$ cat src/rtl/led_pulse_emitter.sv
// Blinks an LED COUNT times with fixed on/off timing, then holds dark for an idle gap
// and strobes DONE. Every output comes straight from a flop.
`timescale 1ns/1ps
module led_pulse_emitter #(
  parameter int ON_CYCLES  = 2400000,
  parameter int OFF_CYCLES = 2400000,
  parameter int GAP_CYCLES = 12000000
) (
  input  logic       CLK,
  input  logic       RESET,
  input  logic [7:0] COUNT,
  input  logic       START,
  output logic       BUSY,
  output logic       DONE,
  output logic [7:0] REMAINING,
  output logic       LED_ON,
  output logic       LED_N
);

  localparam int MAX_ON_OFF = (ON_CYCLES > OFF_CYCLES) ? ON_CYCLES : OFF_CYCLES;
  localparam int MAX_CYC    = (MAX_ON_OFF > GAP_CYCLES) ? MAX_ON_OFF : GAP_CYCLES;
  // A one-cycle-only configuration still needs a one-bit timer.
  localparam int TMR_W      = (MAX_CYC > 1) ? $clog2(MAX_CYC) : 1;

  localparam logic [TMR_W-1:0] ON_LOAD  = TMR_W'(ON_CYCLES - 1);
  localparam logic [TMR_W-1:0] OFF_LOAD = TMR_W'(OFF_CYCLES - 1);
  localparam logic [TMR_W-1:0] GAP_LOAD = TMR_W'(GAP_CYCLES - 1);

  typedef enum logic [1:0] {
    ST_IDLE = 2'd0,
    ST_ON   = 2'd1,
    ST_OFF  = 2'd2,
    ST_GAP  = 2'd3
  } state_t;

  state_t           state_q, state_d;
  logic [TMR_W-1:0] timer_q, timer_d;
  logic [7:0]       remaining_q, remaining_d;
  logic             busy_q, busy_d;
  logic             done_q, done_d;
  logic             led_on_q, led_on_d;
  logic             led_n_q, led_n_d;
  logic             timer_zero;

  always_comb begin
    state_d     = state_q;
    timer_d     = timer_q;
    remaining_d = remaining_q;
    done_d      = 1'b0;
    timer_zero  = (timer_q == '0);

    case (state_q)
      ST_IDLE: begin
        if (START) begin
          remaining_d = COUNT;
          if (COUNT != 8'd0) begin
            state_d = ST_ON;
            timer_d = ON_LOAD;
          end else begin
            state_d = ST_GAP;
            timer_d = GAP_LOAD;
          end
        end
      end
      ST_ON: begin
        if (timer_zero) begin
          // The pulse counts as delivered on its last lit cycle.
          remaining_d = remaining_q - 8'd1;
          if (remaining_q != 8'd1) begin
            state_d = ST_OFF;
            timer_d = OFF_LOAD;
          end else begin
            state_d = ST_GAP;
            timer_d = GAP_LOAD;
          end
        end else begin
          timer_d = timer_q - TMR_W'(1);
        end
      end
      ST_OFF: begin
        if (timer_zero) begin
          state_d = ST_ON;
          timer_d = ON_LOAD;
        end else begin
          timer_d = timer_q - TMR_W'(1);
        end
      end
      ST_GAP: begin
        if (timer_zero) begin
          state_d = ST_IDLE;
          done_d  = 1'b1;
        end else begin
          timer_d = timer_q - TMR_W'(1);
        end
      end
      default: begin
        state_d = ST_IDLE;
        timer_d = '0;
      end
    endcase

    // Outputs are decoded from the next state so they land in flops alongside it.
    busy_d   = (state_d != ST_IDLE);
    led_on_d = (state_d == ST_ON);
    led_n_d  = ~led_on_d;
  end

  always_ff @(posedge CLK) begin
    if (RESET) begin
      state_q     <= ST_IDLE;
      timer_q     <= '0;
      remaining_q <= 8'd0;
      busy_q      <= 1'b0;
      done_q      <= 1'b0;
      led_on_q    <= 1'b0;
      led_n_q     <= 1'b1;
    end else begin
      state_q     <= state_d;
      timer_q     <= timer_d;
      remaining_q <= remaining_d;
      busy_q      <= busy_d;
      done_q      <= done_d;
      led_on_q    <= led_on_d;
      led_n_q     <= led_n_d;
    end
  end

  assign BUSY      = busy_q;
  assign DONE      = done_q;
  assign REMAINING = remaining_q;
  assign LED_ON    = led_on_q;
  assign LED_N     = led_n_q;

endmodule
$ cat config.mk
export PLATFORM = sky130hd
export DESIGN_NAME = led_pulse_emitter
export DESIGN_NICKNAME = d
export VERILOG_FILES = /design/src/rtl/led_pulse_emitter.sv
export SDC_FILE = /design/constraint.sdc
export NUM_CORES = 1
export LEC_CHECK = 0
export ABC_AREA = 1
export ABC_CLOCK_PERIOD_IN_PS = 2050
export CORE_UTILIZATION = 43
export CTS_CLUSTER_DIAMETER = 40
export DETAILED_ROUTE_END_ITERATION = 7
export PLACE_DENSITY = 0.61
export SETUP_SLACK_MARGIN = 0.3
export SYNTH_ARGS = -nofsm -noshare
export SYNTH_HDL_FRONTEND = slang
export SYNTH_SLANG_ARGS = --single-unit
$ cat constraint.sdc
create_clock -name CLK -period 2.05 [get_ports CLK]
set_clock_uncertainty 0.05 [all_clocks]
set_input_delay 0.5125 -clock CLK [delete_from_list [all_inputs] [get_ports CLK]]
set_output_delay 0.5125 -clock CLK [all_outputs]
set_load 0.02 [all_outputs]
==> results.toml, run 1 <==
[detailed_routing]
ant_nets = 0
finalWirelength_um = 6820
wl_per_cell_um = 13.3
vias = 2660
drt-initial-drc-count = 171
drc = 0
dr.pass1.iters = 4
viasPerCell = 5.18

[power_and_ir_drop]
intPower_mw = 1.38
p_leak_nw = 1.51
total_power_mw = 2.23
seqPwrFrac_pct = 39.8
p_comb_share_pct = 35.8
clkPwrFrac_pct = 24.5
p_per_area_nw_per_um2 = 690
netSwitchingFraction_pct = 38.1
p_sw_uw = 851
vdd_drop_max_uv = 381

[clocking]
cts_tree = "done"
clock_latency_ps = 290
clockRootBuffer = "clkbuf_8"
hold_buffers = 0
cts_buffer_depth = 2
cts_sinks = 38
cts_buffers = 5
htreeDepth = 2
clk_pin_slew_ps = 70

[floorplan]
ios = 23
fp.dieArea_sq_um = 6320
core_area_sq_um = 5640
row_count = 27
fp.dieW_um = 79.5
start_util_pct = 45.8
die_h_um = 79.5

[final_layout]
drive_above_1_share_pct = 21.3
final_area_sq_um = 3230
n_antenna_cell = 0
layout_commonest_cell = "nand2_1"
nets = 456
layout_common_cells = "88 x nand2_1, 58 x inv_1, 36 x nor2_1"
finalCoreUtilization_pct = 57.3
syn_to_final_growth_pct = 25.3

[setup_path]
endpoint_kind = "register"
start_kind = "register"
startpoint = "timer_q[1]"
r2r-start = "timer_q[1]"
crit_fanout = 5
path_class = "reg2reg"
r2r_cells = 11
reg2reg_to = "timer_q[6]"
reg2reg_slack_ps = 350
cp.arrival_ps = 1840
cp.required_ps = 2190

[logic_synthesis]
yosysWarnings = 0
synthCells = 396
synthMuxAreaShare_pct = 0
synth-compound-area-share_pct = 13.2
ys_seq_area_share_pct = 29.5
yosys.area_share.simple_pct = 43.1
synth-seq-cells = 38
synth_top_family_by_area = "simple AND/OR/NAND/NOR gates"
synth_cell_types = 38
postSynthAreaPerCell_sq_um = 6.52
synthXorXnorAreaFrac_pct = 1.02
mappedNetlistNets = 411
synth_fa_ha_area_share_pct = 1.94
yosys.area.top_type = "dfxtp_1"
syn_area_sq_um = 2580
synth_area_leaders = "dfxtp_1 29%, nand2_1 13%, inv_1 8.7%"
synthDominantCellAreaShare_pct = 29.5

[timing]
worstMarginPinSlew_ps = 360
finalMaxSlewViolations = 0
setup_viol = 0
fmax_ghz = 0.589
min_period_ps = 1700
max-slew-margin-rel_pct = 75.9
setup_ws_ps = 353
hold_viol = 0
rsz0062_at_grt = "true"
fin_crit_sh_pct = 82.8
tns_ps = 0

[global_route]
grt_pass1_vias = 2412
overflow = 0
grt_max_degree = 15
grt_pass1_wl_um = 11200
grt_usage_pct = 23.0
antenna_found_initial = 0

[place]
io_buffers = 22
dpl_cell_area_sq_um = 2920
preCtsSetupSlack_ps = 26.5
gp_congestion = 0.882
dpl.hpwl_um = 4980

[run_status]
status = "complete, no violations"

[worst_hold_path]
hp-start = "REMAINING[5]"
min-delay-path-class = "reg2reg"
holdPathEnd = "REMAINING[5]"
hold_depth = 2

[job]
maxCapViolations = 0
-- cell families after synthesis --
family	after synthesis
simple gates	222
xor+xnor	3
fa+ha+maj	4
compound gates	59
buf+inv	70
flops	38
-- metrics by stage --
step                instances  hold WS (ps)
finish                    514           439
global route              514           452
CTS                       505           443
detailed placement        494           434
global placement          494           432
floorplan                 396           410
-- layout make-up --
cell class | count | area (sq um)
clock buffer | 7 | 86.3
fill | 567 | 2410
timing repair buffer | 42 | 359
clock inverter | 1 | 5.00
sequential | 38 | 764
multi-input combinational | 290 | 1670
tap | 72 | 90.1
inverter | 64 | 254
-- registers in the layout (all words and copies together) (netlist names) --
name	count
timer_q	24
REMAINING	8
state_q	2
BUSY	1
DONE	1
LED_N	1
LED_ON	1
-- routing by layer --
metal | share of wire, % | vias to the layer above | global-route usage, %
met5 | 0 | - | 0
met2 | 47 | 64 | 38.8
met4 | 1.4 | 0 | 6.55
met3 | 4.8 | 11 | 3.89
met1 | 46 | 1218 | 29.9
li1 | - | 1367 | -
-- synthesized netlist by cell type --
cell and number:
and2_1 1, o2111ai_1 1, nand2_4 3, inv_1 60, buf_8 1, a21oi_2 2
buf_2 1, o22ai_1 1, o21ai_0 21, nor2_4 11, nand3_1 34, nor3_1 6
nand4_2 1, dfxtp_1 38, a211oi_2 1, and3_1 1, nor2_8 1, nand2_2 8
nor2_2 5, inv_2 4, nor2_1 48, o21ai_2 1, clkbuf_1 2, nand4_4 1
nand4_1 8, nand3b_1 1, o21ai_1 6, buf_6 2, a211oi_1 1, o211ai_1 2
a21oi_1 21, xor2_1 3, nand2_1 89, o21ai_4 1, o31ai_1 1, or2_1 1
ha_1 4, nand3_2 3
-- power groups by stage --
| stage | clock [mW] | combinational [mW] | sequential (mW) |
|---|---|---|---|
| global placement | 0 | 0.709 | 0.896 |
| finish | 0.546 | 0.797 | 0.887 |
| CTS | 0.553 | 0.716 | 0.878 |
| detailed placement | 0 | 0.713 | 0.896 |
| floorplan | 0 | 0.510 | 0.908 |
| global route | 0.597 | 0.887 | 0.897 |
-- how the worst max path moves through the flow --
stage             endpoint  slack (ps)  depth (start not counted)
6_report        timer_q[6]         350                         11
2_1_floorplan  timer_q[21]         430                         12
5_1_grt        timer_q[18]         210                          9
4_1_cts        timer_q[14]         320                         11
3_3_place_gp   timer_q[14]          80                          8
3_5_place_dp   timer_q[22]          30                          8
-- critical path: stages (launching register included) --
cell and delay, ps:
dfxtp_2 330, inv_2 90, ha_4 170, nand3_1 130, nor2_4 180, nand4_4 200
nand3_2 160, inv_1 60, nand3_1 60, nand3_1 70, nand2_1 60, inv_1 30
-- repair_timing --
action,CTS,global route
setup endpoints to repair,32,29
hold endpoints to repair,0,0
setup buffers,1,9
pin swaps,1,14
gates cloned,2,0
resized for setup,16,35
Note: power is estimated with default switching activity, not from simulation.
==> inputs of run 2 (changes only) <==
--- a/config.mk
+++ b/config.mk
@@ -6,7 +6,7 @@
 export NUM_CORES = 1
 export LEC_CHECK = 0
 export ABC_AREA = 1
-export ABC_CLOCK_PERIOD_IN_PS = 2050
+export ABC_CLOCK_PERIOD_IN_PS = 1700
 export CORE_UTILIZATION = 43
 export CTS_CLUSTER_DIAMETER = 40
 export DETAILED_ROUTE_END_ITERATION = 7
==> constraint.sdc (replaced) <==
create_clock -name CLK -period 1.7 [get_ports CLK]
set_clock_uncertainty 0.05 [all_clocks]
set_input_delay 0.425 -clock CLK [delete_from_list [all_inputs] [get_ports CLK]]
set_output_delay 0.425 -clock CLK [all_outputs]
set_load 0.02 [all_outputs]
==> results.toml, run 2 (synthesis gave the netlist of run 1 again) <==
[run_status]
status = "complete, but fails checks"
violations = "setup timing"

[final_layout]
largest_reg_flops = 24
stdcell_count = 563
nets = 506
syn_to_final_growth_pct = 47.7
n_antenna_cell = 0
top_register = "timer_q"
finalCoreUtilization_pct = 67.6
layout_commonest_cell = "nand2_1"
layout_common_cells = "81 x nand2_1, 59 x buf_4, 56 x inv_1"
drive_above_1_share_pct = 40.3
final_area_sq_um = 3810

[global_route]
grt_usage_pct = 24.8
grt_max_degree = 15
antenna_found_initial = 0
grtUsageMet3_pct = 4.11
overflow = 0
grt_pass1_wl_um = 12000
grt_util_met2_pct = 40.0
grt_pass1_vias = 2613
gr-usage-met1_pct = 33.6
grt_busiest_layer = "met2"

[floorplan]
core_area_sq_um = 5640
die_h_um = 79.5
fp.dieW_um = 79.5
row_count = 27
ios = 23
fp.dieArea_sq_um = 6320
start_util_pct = 45.8

[timing]
fmax_ghz = 0.580
tns_ps = -23.6
min_period_ps = 1720
worstMarginPinSlew_ps = 474
finalMaxSlewViolations = 0
fin_crit_sh_pct = 101
setup_viol = 1
max-slew-margin-rel_pct = 68.3
hold_viol = 0
setup_ws_ps = -23.6
whs_ps = 437
rsz0062_at_grt = "true"

[power_and_ir_drop]
p_comb_share_pct = 39.8
p_per_area_nw_per_um2 = 816
p_leak_nw = 1.79
total_power_mw = 3.11
vdd_drop_max_uv = 632
p_sw_mw = 1.15
clkPwrFrac_pct = 25.8
seqPwrFrac_pct = 34.4
netSwitchingFraction_pct = 37.0
intPower_mw = 1.96

[place]
preCtsSetupSlack_ps = -223
dp_cells = 529
gp_congestion = 0.860
io_buffers = 22
dpl.hpwl_um = 5460
dpl_cell_area_sq_um = 3220

[setup_path]
endpoint_kind = "register"
reg2reg_slack_ps = -20
path_class = "reg2reg"
path_cells = "inv_4 > ha_4 > nand3_4 > nor2_4 > nand4_4 > buf_4 > nand2_4 > buf_4 > o21ai_1 > a21oi_2"
worst_path_most_repeated_cell = "buf_4"
crit_fanout = 5
start_kind = "register"
cp.arrival_ps = 1910
cp_slowest_cell = "dfxtp_2"
reg2reg_to = "timer_q[9]"
critPathMaxStageDelay_ps = 330
r2r-start = "timer_q[0]"
cp.required_ps = 1880
r2r_cells = 10

[worst_hold_path]
min-delay-path-class = "reg2reg"
holdPathEnd = "timer_q[1]"
hold_depth = 2
hp-start = "timer_q[1]"

[clocking]
clk_pin_slew_ps = 80
cts_buffer_depth = 2
clockRootBuffer = "clkbuf_8"
cts_tree = "done"
cts_buffers = 5
clock_latency_ps = 290
cts_sinks = 38
htreeDepth = 2

[detailed_routing]
vias = 2883
dr.pass1.iters = 4
viasPerCell = 5.12
drt-initial-drc-count = 116
ant_nets = 0
drc = 0
finalWirelength_um = 7800
wl_per_cell_um = 13.9

[job]
maxCapViolations = 0
[run 2: changes by cell type in the layout (fill, tap and decap cells not counted), moves of 7 or more]
cell / before / now
buf_2: 0 / 8
dfxtp_2: 3 / 12
dfxtp_1: 35 / 26
nand3_1: 33 / 25
buf_4: 19 / 59
buf_6: 1 / 11
nor2_4: 13 / 20
dlygate4sd2_1: 12 / 0
nand2_1: 88 / 81
[run 2: final cells by class]
| cell class | count | area, sq um |
|---|---|---|
| multi-input cells | 289 | 1850 |
| flip-flops and latches | 38 | 776 |
| well taps | 72 | 90.1 |
| inverters | 64 | 255 |
| repair inverters | 1 | 5.00 |
| fillers | 480 | 1830 |
| clock inverters | 1 | 30.0 |
| clock buffers | 6 | 82.6 |
| repair buffers | 92 | 727 |
[run 2: per-layer routing]
| layer | vias to the layer above | part of all wire [%] |
|---|---|---|
| met5 | - | 0 |
| met4 | 0 | 1.5 |
| met3 | 11 | 4.3 |
| met2 | 72 | 47 |
| met1 | 1333 | 47 |
| li1 | 1467 | - |
[run 2: worst max path at each step]
| stage | from | to | slack [ps] | depth (start not counted) |
|---|---|---|---|---|
| floorplan | timer_q[1] | timer_q[21] | 150 | 12 |
| global placement | START | timer_q[22] | -220 | 8 |
| detailed placement | START | timer_q[22] | -220 | 8 |
| CTS | timer_q[1] | timer_q[6] | 40 | 12 |
| global route | timer_q[9] | LED_N | -90 | 10 |
| finish | timer_q[0] | timer_q[9] | -20 | 10 |
[run 2: repair_timing]
item	in CTS	in global routing
cloned	0	2
setup buffers	12	13
setup endpoints to repair	50	45
hold buffers	0	0
resized for setup	68	72
pin swaps	14	34
[run 2: power groups by stage]
stage / sequential, mW / combinational [mW] / clock [mW]
2_1_floorplan: 1.10 / 0.631 / 0
3_3_place_gp: 1.07 / 1.00 / 0
4_1_cts: 1.06 / 1.08 / 0.823
3_5_place_dp: 1.07 / 1.01 / 0
5_1_grt: 1.08 / 1.35 / 0.857
6_report: 1.07 / 1.24 / 0.803
[run 2: worst max-delay path, delay by kind of cell (launching register included)]
kind | cells | cell delay, ps
flip-flops | 1 | 330
AO/OA/AOI/OAI | 2 | 210
AND/OR/NAND/NOR | 4 | 500
adder cells (fa/ha/maj) | 1 | 160
buffers and inverters | 3 | 400
==> inputs of run 3 (changes only) <==
==> constraint.sdc (replaced) <==
create_clock -name CLK -period 1.7 [get_ports CLK]
set_clock_uncertainty 0.05 [all_clocks]
set_input_delay 0.425 -clock CLK [delete_from_list [all_inputs] [get_ports CLK]]
set_output_delay 0.425 -clock CLK [all_outputs]
set_load 0.005 [all_outputs]
==> results.toml, run 3 (synthesis gave the netlist of run 1 again) <==
[timing]
rsz0062_at_grt = "true"
setup_viol = 0
hold_viol = 0
whs_ps = 430
worstMarginPinSlew_ps = 254
max-slew-margin-rel_pct = 82.9
fin_crit_sh_pct = 99.3
fmax_ghz = 0.593
setup_ws_ps = 12.3
min_period_ps = 1690
finalMaxSlewViolations = 0

[final_layout]
top_register = "timer_q"
largest_reg_flops = 24
layout_commonest_cell = "nand2_1"
nets = 505
n_antenna_cell = 0
register_area_sq_um = 785
fill_cells = 482
layout_common_cells = "82 x nand2_1, 56 x buf_4, 53 x inv_1"
syn_to_final_growth_pct = 51.5
drive_above_1_share_pct = 40.1
stdcell_count = 563
multiInputGateArea_sq_um = 1850

[floorplan]
die_h_um = 79.5
ios = 23
core_area_sq_um = 5640
fp.dieArea_sq_um = 6320
row_count = 27
start_util_pct = 45.8
fp.dieW_um = 79.5

[power_and_ir_drop]
p_per_area_nw_per_um2 = 837
total_power_mw = 3.27
netSwitchingFraction_pct = 35.4
p_leak_nw = 1.82
seqPwrFrac_pct = 32.4
p_comb_share_pct = 38.0
intPower_mw = 2.11
p_sw_mw = 1.16
clkPwrFrac_pct = 29.6
vdd_drop_max_uv = 401

[detailed_routing]
drt-initial-drc-count = 133
highest_layer = "met4"
ant_nets = 0
drc = 0
dr.pass1.iters = 4
finalWirelength_um = 7860
viasPerCell = 5.21
wl_met1_um = 3410
vias = 2934
wl_per_cell_um = 14.0
dr_wl_met3_um = 332
route.met2.wl_um = 3920

[job]
maxCapViolations = 0

[place]
gp_congestion = 0.872
dpl.hpwl_um = 5450
preCtsSetupSlack_ps = -199
dp_cells = 533
io_buffers = 22

[setup_path]
path_cells = "inv_4 > ha_4 > nand3_4 > nor2_4 > nand4_4 > nand2_8 > nand2_8 > buf_6 > nand3_2 > nand2_1 > inv_1"
cp_top_family = "simple AND/OR/NAND/NOR gates"
start_kind = "register"
endpoint_kind = "register"
crit_fanout = 5
cp.arrival_ps = 1890
crit_buf_inv = 3
critPathMaxStageDelay_ps = 340
cp.required_ps = 1900
path_class = "reg2reg"
cp_slowest_cell = "dfxtp_2"
worst_path_most_repeated_cell = "nand2_8"

[global_route]
grt_usage_pct = 26.0
grt_max_degree = 16
antenna_found_initial = 0
grt_pass1_wl_um = 12800
overflow = 0
grt_pass1_vias = 2784

[clocking]
htreeDepth = 2
clockRootBuffer = "clkbuf_8"
hold_buffers = 0
cts_tree = "done"
cts_buffer_depth = 2
cts_buffers = 5
clock_latency_ps = 300
cts_sinks = 38
clk_pin_slew_ps = 90

[run_status]
status = "complete, no violations"

[worst_hold_path]
min-delay-path-class = "reg2reg"
## run 3: changes by cell type in the layout (fill, tap and decap cells not counted), moves of 4 or more
cell | previous run | this run
o21ai_1 | 7 | 12
dlygate4sd2_1 | 0 | 9
buf_2 | 8 | 2
clkbuf_2 | 4 | 0
dfxtp_2 | 12 | 19
dfxtp_1 | 26 | 19
## run 3: repair_timing
| action | 4_1_cts | 5_1_grt |
|---|---|---|
| hold endpoints to repair | 0 | 0 |
| setup endpoints to repair | 49 | 39 |
| resized for setup | 90 | 44 |
| pin swaps | 28 | 16 |
| gates cloned | 2 | 0 |
| buffers inserted | 16 | 4 |
## run 3: worst paths after layout
check / start / endpoint / slack, ps / cells after the start
min: REMAINING[5] / REMAINING[5] / 430 / 2
min reg2reg: REMAINING[5] / REMAINING[5] / 430 / 2
max: timer_q[0] / timer_q[12] / 10 / 11
max reg2reg: timer_q[0] / timer_q[12] / 10 / 11
## run 3: final cells by class
cell class	count	share of cell area (%)
Multi-Input combinational cell	289	47.3
Sequential cell	38	20.1
Timing Repair Buffer	91	19.8
Inverter	64	6.75
Tap cell	72	2.30
Clock buffer	5	1.76
Clock inverter	3	1.76
Timing Repair inverter	1	0.192
## run 3: power groups by stage
stage / logic (mW) / clock network (mW) / registers [mW]
5_1_grt: 1.35 / 1.01 / 1.07
3_3_place_gp: 0.979 / 0 / 1.06
6_report: 1.24 / 0.969 / 1.06
3_5_place_dp: 0.985 / 0 / 1.06
2_1_floorplan: 0.625 / 0 / 1.07
4_1_cts: 1.14 / 0.984 / 1.05
## run 3: worst min-delay path: stages, from the launching register on
cell and delay (ps):
dfxtp_2 340, nand2_1 60, a21oi_1 50
## run 3: through the flow
step           TNS [ps]  instance area, sq um  util, %
3_5_place_dp      -3440                  3230     57.3
4_1_cts               0                  3730     66.1
2_1_floorplan         0                  2610        -
3_3_place_gp      -2990                  3230     57.3
6_report              0                  3910     69.3
5_1_grt            -616                  3910     69.3
## run 3: metal layers
layer  GRT usage [%]  vias to the layer above
met5               0                        -
met4            8.91                        0
met3            3.31                       21
met2            47.3                       77
met1            31.0                     1377
li1                -                     1459
